### config.mk
export PLATFORM = sky130hd
export DESIGN_NAME = mips16_multicycle_core
export DESIGN_NICKNAME = d
export VERILOG_FILES = /design/src/rtl/mips16_pkg.sv /design/src/rtl/mips16_alu.sv /design/src/rtl/mips16_multicycle_core.sv
export SDC_FILE = /design/constraint.sdc
export NUM_CORES = 1
export LEC_CHECK = 0
export BUFFER_PORTS_ARGS = -buffer_cell sky130_fd_sc_hd__buf_2
export CORE_MARGIN = 2
export CORE_UTILIZATION = 45
export DETAILED_ROUTE_END_ITERATION = 8
export GPL_ROUTABILITY_DRIVEN = 0
export PLACE_DENSITY = 0.65
export SYNTH_ARGS = -nofsm -noshare
export SYNTH_HDL_FRONTEND = slang
export SYNTH_SLANG_ARGS = --single-unit
### constraint.sdc
create_clock -name clock -period 12 [get_ports clock]
set_clock_uncertainty 0.1 [all_clocks]
set_input_delay 1.2 -clock clock [delete_from_list [all_inputs] [get_ports clock]]
set_output_delay 1.2 -clock clock [all_outputs]
set_load 0.005 [all_outputs]
### src/rtl/mips16_pkg.sv
// Shared definitions for the 16-bit multi-cycle core.
// Contents: instruction field widths, opcode constants, the halt word,
// 4-bit ALU control codes, the FSM state enum and the opcode-to-ALU
// control decode used by the core.
package mips16_pkg;

    localparam int INSTR_W = 16;
    localparam int OP_W    = 4;
    localparam int REG_W   = 2;
    localparam int IMM_W   = 8;

    localparam logic [OP_W-1:0] OP_ADD  = 4'h0;
    localparam logic [OP_W-1:0] OP_SUB  = 4'h1;
    localparam logic [OP_W-1:0] OP_AND  = 4'h2;
    localparam logic [OP_W-1:0] OP_OR   = 4'h3;
    localparam logic [OP_W-1:0] OP_NOR  = 4'h4;
    localparam logic [OP_W-1:0] OP_NAND = 4'h5;
    localparam logic [OP_W-1:0] OP_SLT  = 4'h6;
    localparam logic [OP_W-1:0] OP_ADDI = 4'h7;
    localparam logic [OP_W-1:0] OP_LW   = 4'h8;
    localparam logic [OP_W-1:0] OP_SW   = 4'h9;
    localparam logic [OP_W-1:0] OP_BEQ  = 4'hA;
    localparam logic [OP_W-1:0] OP_BNE  = 4'hB;

    localparam logic [INSTR_W-1:0] HALT_WORD = 16'hFFFF;

    localparam logic [3:0] ALU_AND  = 4'b0000;
    localparam logic [3:0] ALU_OR   = 4'b0001;
    localparam logic [3:0] ALU_ADD  = 4'b0010;
    localparam logic [3:0] ALU_SUB  = 4'b0110;
    localparam logic [3:0] ALU_SLT  = 4'b0111;
    localparam logic [3:0] ALU_NOR  = 4'b1100;
    localparam logic [3:0] ALU_NAND = 4'b1101;

    typedef enum logic [2:0] {
        ST_FETCH,
        ST_DECODE,
        ST_EXEC,
        ST_MEM,
        ST_WB,
        ST_HALT
    } state_t;

    // Address generation (addi/lw/sw) uses ADD; branches compare with SUB.
    function automatic logic [3:0] alu_ctrl_for(input logic [OP_W-1:0] op);
        case (op)
            OP_SUB, OP_BEQ, OP_BNE: alu_ctrl_for = ALU_SUB;
            OP_AND:                 alu_ctrl_for = ALU_AND;
            OP_OR:                  alu_ctrl_for = ALU_OR;
            OP_NOR:                 alu_ctrl_for = ALU_NOR;
            OP_NAND:                alu_ctrl_for = ALU_NAND;
            OP_SLT:                 alu_ctrl_for = ALU_SLT;
            default:                alu_ctrl_for = ALU_ADD;
        endcase
    endfunction

endpackage

### src/rtl/mips16_alu.sv
// Combinational ALU for the 16-bit core family.
// Ports: ctrl (4-bit ALU code), a/b (DATA_W operands),
//        y (DATA_W result), zero (y == 0, used for beq/bne).
module mips16_alu
    import mips16_pkg::*;
#(
    parameter int DATA_W = 16
) (
    input  logic [3:0]        ctrl,
    input  logic [DATA_W-1:0] a,
    input  logic [DATA_W-1:0] b,
    output logic [DATA_W-1:0] y,
    output logic              zero
);

    logic [DATA_W-1:0] diff;

    assign diff = a - b;

    always_comb begin
        y = '0;
        case (ctrl)
            ALU_AND:  y = a & b;
            ALU_OR:   y = a | b;
            ALU_ADD:  y = a + b;
            ALU_SUB:  y = diff;
            // slt is the sign bit of the wrapped subtraction; overflow is ignored.
            ALU_SLT:  y = {{(DATA_W-1){1'b0}}, diff[DATA_W-1]};
            ALU_NOR:  y = ~(a | b);
            ALU_NAND: y = ~(a & b);
            default:  y = '0;
        endcase
    end

    assign zero = (y == '0);

endmodule

### src/rtl/mips16_multicycle_core.sv
// Multi-cycle 16-bit core: FETCH -> DECODE -> EXEC -> (MEM) -> (WB).
// Ports: clock/reset (async, active-high); imem_req/addr/ack/rdata
// instruction port; dmem_req/we/addr/wdata/ack/rdata data port;
// pc, ir, alu_out, halted architectural observation outputs.
// Handshake: a req rises and stays high, with addr/we/wdata stable, up to
// and including the cycle its ack is seen; req drops the cycle after.
// An ack while req is low is ignored.
module mips16_multicycle_core
    import mips16_pkg::*;
#(
    parameter int DATA_W = 16,
    parameter int PC_W   = 16,
    parameter int NREGS  = 4
) (
    input  logic              clock,
    input  logic              reset,
    output logic              imem_req,
    output logic [PC_W-1:0]   imem_addr,
    input  logic              imem_ack,
    input  logic [15:0]       imem_rdata,
    output logic              dmem_req,
    output logic              dmem_we,
    output logic [PC_W-1:0]   dmem_addr,
    output logic [DATA_W-1:0] dmem_wdata,
    input  logic              dmem_ack,
    input  logic [DATA_W-1:0] dmem_rdata,
    output logic [PC_W-1:0]   pc,
    output logic [15:0]       ir,
    output logic [DATA_W-1:0] alu_out,
    output logic              halted
);

    state_t            state;
    logic [DATA_W-1:0] regs [NREGS];
    logic [DATA_W-1:0] load_data;

    logic [OP_W-1:0]   op;
    logic [REG_W-1:0]  rs, rt, rd, wb_dst;
    logic [DATA_W-1:0] imm_ext, rs_val, rt_val, alu_b, alu_y, wb_val;
    logic [3:0]        alu_ctrl;
    logic              alu_zero, is_imm, taken;
    logic [PC_W-1:0]   pc_seq, br_off;

    assign op      = ir[15:12];
    assign rs      = ir[11:10];
    assign rt      = ir[9:8];
    assign rd      = ir[7:6];
    assign imm_ext = {{(DATA_W-IMM_W){ir[7]}}, ir[7:0]};

    // R0 is never written, but the read is gated as well so it reads 0 by construction.
    assign rs_val = (rs == '0) ? '0 : regs[rs];
    assign rt_val = (rt == '0) ? '0 : regs[rt];

    assign is_imm   = (op == OP_ADDI) || (op == OP_LW) || (op == OP_SW);
    assign alu_b    = is_imm ? imm_ext : rt_val;
    assign alu_ctrl = alu_ctrl_for(op);

    mips16_alu #(.DATA_W(DATA_W)) u_alu (
        .ctrl (alu_ctrl),
        .a    (rs_val),
        .b    (alu_b),
        .y    (alu_y),
        .zero (alu_zero)
    );

    assign taken  = ((op == OP_BEQ) && alu_zero) || ((op == OP_BNE) && !alu_zero);
    assign br_off = {{(PC_W-IMM_W-1){ir[7]}}, ir[7:0], 1'b0};
    assign pc_seq = pc + PC_W'(2);

    assign wb_dst = ((op == OP_ADDI) || (op == OP_LW)) ? rt : rd;
    assign wb_val = (op == OP_LW) ? load_data : alu_out;

    assign imem_addr  = pc;
    assign dmem_addr  = alu_out[PC_W-1:0];
    assign dmem_wdata = rt_val;

    always_ff @(posedge clock or posedge reset) begin
        if (reset) begin
            state     <= ST_FETCH;
            pc        <= '0;
            ir        <= '0;
            alu_out   <= '0;
            halted    <= 1'b0;
            imem_req  <= 1'b0;
            dmem_req  <= 1'b0;
            dmem_we   <= 1'b0;
            load_data <= '0;
            for (int i = 0; i < NREGS; i++) regs[i] <= '0;
        end else begin
            case (state)
                ST_FETCH: begin
                    // First cycle after reset raises req; later fetches arrive with req already high.
                    if (!imem_req) begin
                        imem_req <= 1'b1;
                    end else if (imem_ack) begin
                        ir       <= imem_rdata;
                        imem_req <= 1'b0;
                        state    <= ST_DECODE;
                    end
                end
                ST_DECODE: begin
                    if (ir == HALT_WORD) begin
                        halted <= 1'b1;
                        state  <= ST_HALT;
                    end else begin
                        state <= ST_EXEC;
                    end
                end
                ST_EXEC: begin
                    alu_out <= alu_y;
                    case (op)
                        OP_LW, OP_SW: begin
                            dmem_req <= 1'b1;
                            dmem_we  <= (op == OP_SW);
                            state    <= ST_MEM;
                        end
                        OP_ADD, OP_SUB, OP_AND, OP_OR, OP_NOR, OP_NAND, OP_SLT, OP_ADDI:
                            state <= ST_WB;
                        OP_BEQ, OP_BNE: begin
                            pc       <= taken ? pc_seq + br_off : pc_seq;
                            imem_req <= 1'b1;
                            state    <= ST_FETCH;
                        end
                        default: begin
                            pc       <= pc_seq;
                            imem_req <= 1'b1;
                            state    <= ST_FETCH;
                        end
                    endcase
                end
                ST_MEM: begin
                    if (dmem_ack) begin
                        dmem_req <= 1'b0;
                        dmem_we  <= 1'b0;
                        if (op == OP_SW) begin
                            pc       <= pc_seq;
                            imem_req <= 1'b1;
                            state    <= ST_FETCH;
                        end else begin
                            load_data <= dmem_rdata;
                            state     <= ST_WB;
                        end
                    end
                end
                ST_WB: begin
                    if (wb_dst != '0) regs[wb_dst] <= wb_val;
                    pc       <= pc_seq;
                    imem_req <= 1'b1;
                    state    <= ST_FETCH;
                end
                ST_HALT: state <= ST_HALT;
                default: state <= ST_FETCH;
            endcase
        end
    end

endmodule

# Word level (Yosys, flattened, before mapping)
# Memory sizes are Yosys's and may differ from the RTL's.
# Cells that the tools add are included.
# word_totals
reg_bits	135
latch_bits	0
mem_bits_rw	0
mem_bits_ro	64
inputBits	36
out_inout_bits	100
elab_cells	126
n_memories	1
# mem_list
name	depth	word_bits	read_ports	rd_clocked_by_memory_dff	write_ports	line	rtl
(no name shown)	16	4	1	0	0	mips16_pkg.sv:46	case (op)
# op_classes
n_addsub	4
mul	0
div_mod_pow	0
magnitude_cmp	4
eq_ne	29
n_shift	0
n_mux	38
n_bitwise	8
reduce_logical	29
# ops
op	n
2-to-1 mux 16 bit	12
one-hot mux 16 bit (7 select lines)	1
binary-select mux 16 bit (select 2 bit)	2
bitwise mux 64 bit	1
one-hot mux 16 bit (3 select lines)	1
adder 16 bit	2
demux 16 bit (select 2 bit)	1
inverter 16 bit	2
one-hot mux 16 bit (2 select lines)	1
equality test 4 x 3 -> 1 bit (second input constant)	6
equality test 4 bit (second input constant)	6
adder 16 x 2 -> 16 bit (second input constant)	1
AND 16 bit	1
equality test 16 bit (second input constant)	1
zero test 16 bit	1
OR 16 bit	1
subtractor 16 bit	1
2-to-1 mux 3 bit	5
one-hot mux 3 bit (5 select lines)	1
equality test 4 x 2 -> 1 bit (second input constant)	3
!= test 2 bit (second input constant)	6
AND reduction 3 bit	4
OR reduction 10 bit	1
greater-or-equal comparator 3 bit (second input constant)	3
25 further kinds	48

# Depth between registers and ports, before layout
# depth
ltp_word	16
ltp_mapped	23
depth_no_buf	20

# Hierarchy
# A second synthesis with hierarchy kept.
# unflattened
hier_cells	1112
hier_area_um2	9843.2
# by_module_without_submodules
mod	instances	cells_per_inst	area_each_um2	seq_area_each_um2
mips16_multicycle_core	1	708	7168.1	2952.8
mips16_alu	1	404	2675.1	0.0

# Worst setup path before layout
# Ideal clock, no wire load.
# synth_path
path_kind	register to register
start	register ir[15]
end	register pc[10] (netlist: imem_addr[10])
setup_ns	0.104
t_arrival_ns	4.911
required_time_ns	11.796
setup_slack_ns	6.885
path_stages_with_launch	22
path_buffers	2
period_less_slack_ns	5.115
cell_sequence	dfrtp_1 -> buf_2 -> inv_2 -> nor2_1 -> o21ai_0 -> o21ai_1 -> mux2_2 -> ha_1 -> fa_1 -> a21oi_1 -> o211ai_1 -> a2111o_1 -> a311o_1 -> nand4_1 -> a32oi_1 -> and2_0 -> and4bb_1 -> a31o_2 -> a21o_1 -> buf_6 -> mux2_4 -> o311ai_1
# synth_between
elab_chain_len	14
word_cells_on_any_way	43
classes_between	2 x add/sub; 19 x eq/ne; 5 x mux; 4 x bitwise; 12 x reduce/logical; 1 x memory
# synth_rtl
element	line	rtl
from (decl)	mips16_multicycle_core.sv:28	output logic [15:0] ir,
from (signal assigned)	mips16_multicycle_core.sv:96	ir <= imem_rdata;
branches (longest 14 deep; another with subtractor 16 bit)	--	
to (signal assigned)	mips16_multicycle_core.sv:120	pc <= taken ? pc_seq + br_off : pc_seq;
to (signal assigned)	mips16_multicycle_core.sv:125	pc <= pc_seq;
to (signal assigned)	mips16_multicycle_core.sv:136	pc <= pc_seq;
to (decl)	mips16_multicycle_core.sv:27	output logic [PC_W-1:0] pc,
# Parallel ways; which one is timed is not known.
# A chain may end at the register's enable or synchronous reset.

# Worst setup path after layout
# layout_path
start	register ir[15]
end	register pc[13] (netlist: imem_addr[13])
# Same word-level chain as after synthesis.

==> impl_metrics.json <==
{
  "cts-root-buf": "clkbuf_16",
  "tritoncts_num_sinks": 118,
  "final-hold-violation-count": 0,
  "global_route.overflow_total": 0,
  "min_period_ps": 6520,
  "arrival_ps": 6740,
  "grt_max_degree": 81,
  "tritoncts.num_buffers": 17,
  "worstMarginPinSlew_ps": 1160,
  "hp-start": "halted$_DFFE_PP0P_",
  "synth.cells.most_frequent": "118 x dfrtp_1, 114 x nand2_1, 81 x o21ai_0, 71 x mux2_2, 69 x ha_1",
  "post-synth-top-count-cell": "dfrtp_1",
  "ioPinCount": 136,
  "async_flop_share_pct": 100,
  "cts_resized": 0,
  "outcome": "completed",
  "startpoint_of_the_worst_slack_reg_to_reg_timing_path": "ir[15]$_DFFE_PP0P_",
  "cap_viol_max_count": 0,
  "post_synth.cell_area_avg_sq_um": 8.81,
  "grt_setup_unrepaired": "false",
  "grt_antenna_before_repair": 0,
  "drt-wirelength-per-cell_um": 19.4,
  "cts-root-to-sink-buffers": 2,
  "rows": 53,
  "yosys-top-cells-area": "dfrtp_1 31%, ha_1 8.9%, mux2_2 8.3%",
  "critPathRequiredTime_ps": 12220,
  "timing.critical_path.fanout_max": 18,
  "cts_tree": "built",
  "critical_path.startpoint_type": "flop",
  "min_path_type": "flop to flop",
  "setup_viol": 0,
  "buffer_ports.inserted": 133,
  "final_layout_size_suffix_gt1_share_pct": 24.2,
  "drtIter0Drc": 734,
  "die_x_um": 150,
  "finalSetupTns_ps": 0,
  "finish.net_count": 1281,
  "grt_pass1_vias": 8275,
  "final-instance-count-excl-fill": 1461,
  "ys_seq_elements": 118,
  "vias_after_detailed_routing": 8736,
  "drt_pre_antenna_iters": 8,
  "clk-insertion-delay-late_ps": 430,
  "synth.largest_area_cell": "dfrtp_1",
  "clk_transition_reported_paths_ps": 60,
  "die_h_um": 150,
  "dpl.hpwl_mm": 20.3,
  "drt_wl_total_mm": 28.4,
  "synth_area_sq_um": 9650,
  "drv_slew": 0,
  "synthFlopType": "dfrtp_1",
  "synth_edf_count": 0,
  "netlist-cell-type-count": 83,
  "start_util_pct": 45.9,
  "dp_cells": 1429,
  "capturing_point_of_the_worst_reg2reg_path": "imem_addr[13]$_DFFE_PP0P_",
  "post-route-drc-count": 0,
  "ff2ff_path_depth": 20,
  "seq_area_frac_synth_pct": 30.6,
  "syn-instance-count": 1096,
  "ys.warnings.count": 0,
  "number_of_h_tree_levels": 4,
  "number_of_inserted_filler_cells_in_the_final_layout": 1948,
  "drt.antenna.violating_nets": 0,
  "worst_setup_path_end_kind": "flop",
  "r2r_slack_ps": 5480,
  "worst-setup-path-type": "flop to flop",
  "slew_headroom_pct": 22.3,
  "floorplan.die_area_sq_um": 22600,
  "worstHoldPathCells": 1,
  "timing.fmax_mhz": 153,
  "postCtsHoldBufs": 0,
  "route.detailed.vias_per_inst": 5.98,
  "num_antenna_cells": 0,
  "grt_first_pass_wirelength_mm": 45.4,
  "fin_crit_sh_pct": 54.3,
  "hold_path_end": "halted$_DFFE_PP0P_",
  "cts_setup_buffers": 0,
  "gr-usage-all-layers_pct": 25.7,
  "area.growth.synth_to_final_pct": 13.2,
  "synthDominantCellAreaShare_pct": 30.6,
  "floorplan.core_area_sq_um": 21000
}
-- layout by cell type, fill, tap and decap left out, types with 13 or more instances in the layout --
master	instances
buf_2	133
dfrtp_1	118
nand2_1	114
o21ai_0	80
mux2_2	71
ha_1	69
inv_1	62
nor2_1	58
a21oi_1	43
nand3_1	29
a22oi_1	26
mux2i_1	25
nor3_1	22
a22o_1	18
clkbuf_16	17
o22ai_1	15
xnor2_1	15
buf_4	15
nor2b_1	14
nand2b_1	14
o211ai_1	14
a221oi_1	13
-- area by class of cell --
cell class                      count  area, sq um  area share [%]
Multi-Input combinational cell    822         5980            54.7
Sequential cell                   118         2950            27.0
Timing Repair Buffer              148          778            7.12
Clock buffer                       20          457            4.18
Tap cell                          275          344            3.15
Inverter                           66          250            2.29
Clock inverter                     12          165            1.51
-- critical path, cell delays in order (launching register included) --
cell      delay, ps
dfrtp_1         610
inv_2           120
nor2_1          360
o21ai_0         220
o21ai_1         120
buf_4           280
mux2_2          410
ha_1            230
fa_1            430
o21ba_2         230
or3_1           360
and3b_1         210
a221oi_1        380
o22ai_1         210
nor4_1          430
nand4_1         190
and4bb_1        380
a31o_2          190
a21o_1          480
mux2_1          380
o311ai_1         70
-- cells by family (layout without fill, tap and decap cells) --
group | after synthesis | in the layout | synth area share, %
xor gates and xnor gates | 23 | 23 | 2.09
AOI/OAI and AO/OA | 321 | 321 | 23.4
adders and majority gates | 72 | 72 | 9.57
DFF | 118 | 118 | 30.6
buffers and inverters | 157 | 246 | 7.82
muxes | 99 | 99 | 11.4
and+or+nand+nor | 305 | 305 | 15.1
other | 1 | 2 | 0.0388
-- layer usage --
| metal | up-vias | track usage, % | wire (um) |
|---|---|---|---|
| met1 | 4179 | 36.1 | 12900 |
| met2 | 381 | 40.0 | 12700 |
| met4 | 0 | 7.08 | 506 |
| li1 | 4140 | - | - |
| met3 | 36 | 5.48 | 2280 |
| met5 | - | 0 | 0 |
-- metrics by stage --
stage	setup slack, ps	area, sq um	hold WS, ps	utilization (%)
5_1_grt	5220	10900	387	52.0
4_1_cts	5630	10900	371	52.0
2_1_floorplan	6880	9660	360	-
6_report	5480	10900	373	52.0
3_5_place_dp	5650	10300	359	49.0
3_3_place_gp	5750	10300	348	49.0
-- worst max path at each step --
stage	from	cells past startpoint	slack [ps]	to
final	ir[15]$_DFFE_PP0P_	20	5480	imem_addr[13]$_DFFE_PP0P_
after global placement	ir[15]$_DFFE_PP0P_	20	5750	imem_addr[13]$_DFFE_PP0P_
after detailed placement	ir[15]$_DFFE_PP0P_	20	5650	imem_addr[13]$_DFFE_PP0P_
after global routing	ir[15]$_DFFE_PP0P_	20	5220	imem_addr[13]$_DFFE_PP0P_
after CTS	ir[15]$_DFFE_PP0P_	20	5630	imem_addr[13]$_DFFE_PP0P_
after floorplan	ir[15]$_DFFE_PP0P_	21	6880	imem_addr[10]$_DFFE_PP0P_
-- registers in the layout, summed over array words and instances (netlist names) --
signal / cells
regs: 48
imem_addr: 15
imem_req: 1
dmem_we: 1
alu_out: 16
ir: 16
halted: 1
dmem_req: 1
load_data: 16
state: 3
Power is not shown: default switching activity piles up to over one toggle a cycle in this logic, so the estimate is an artifact.
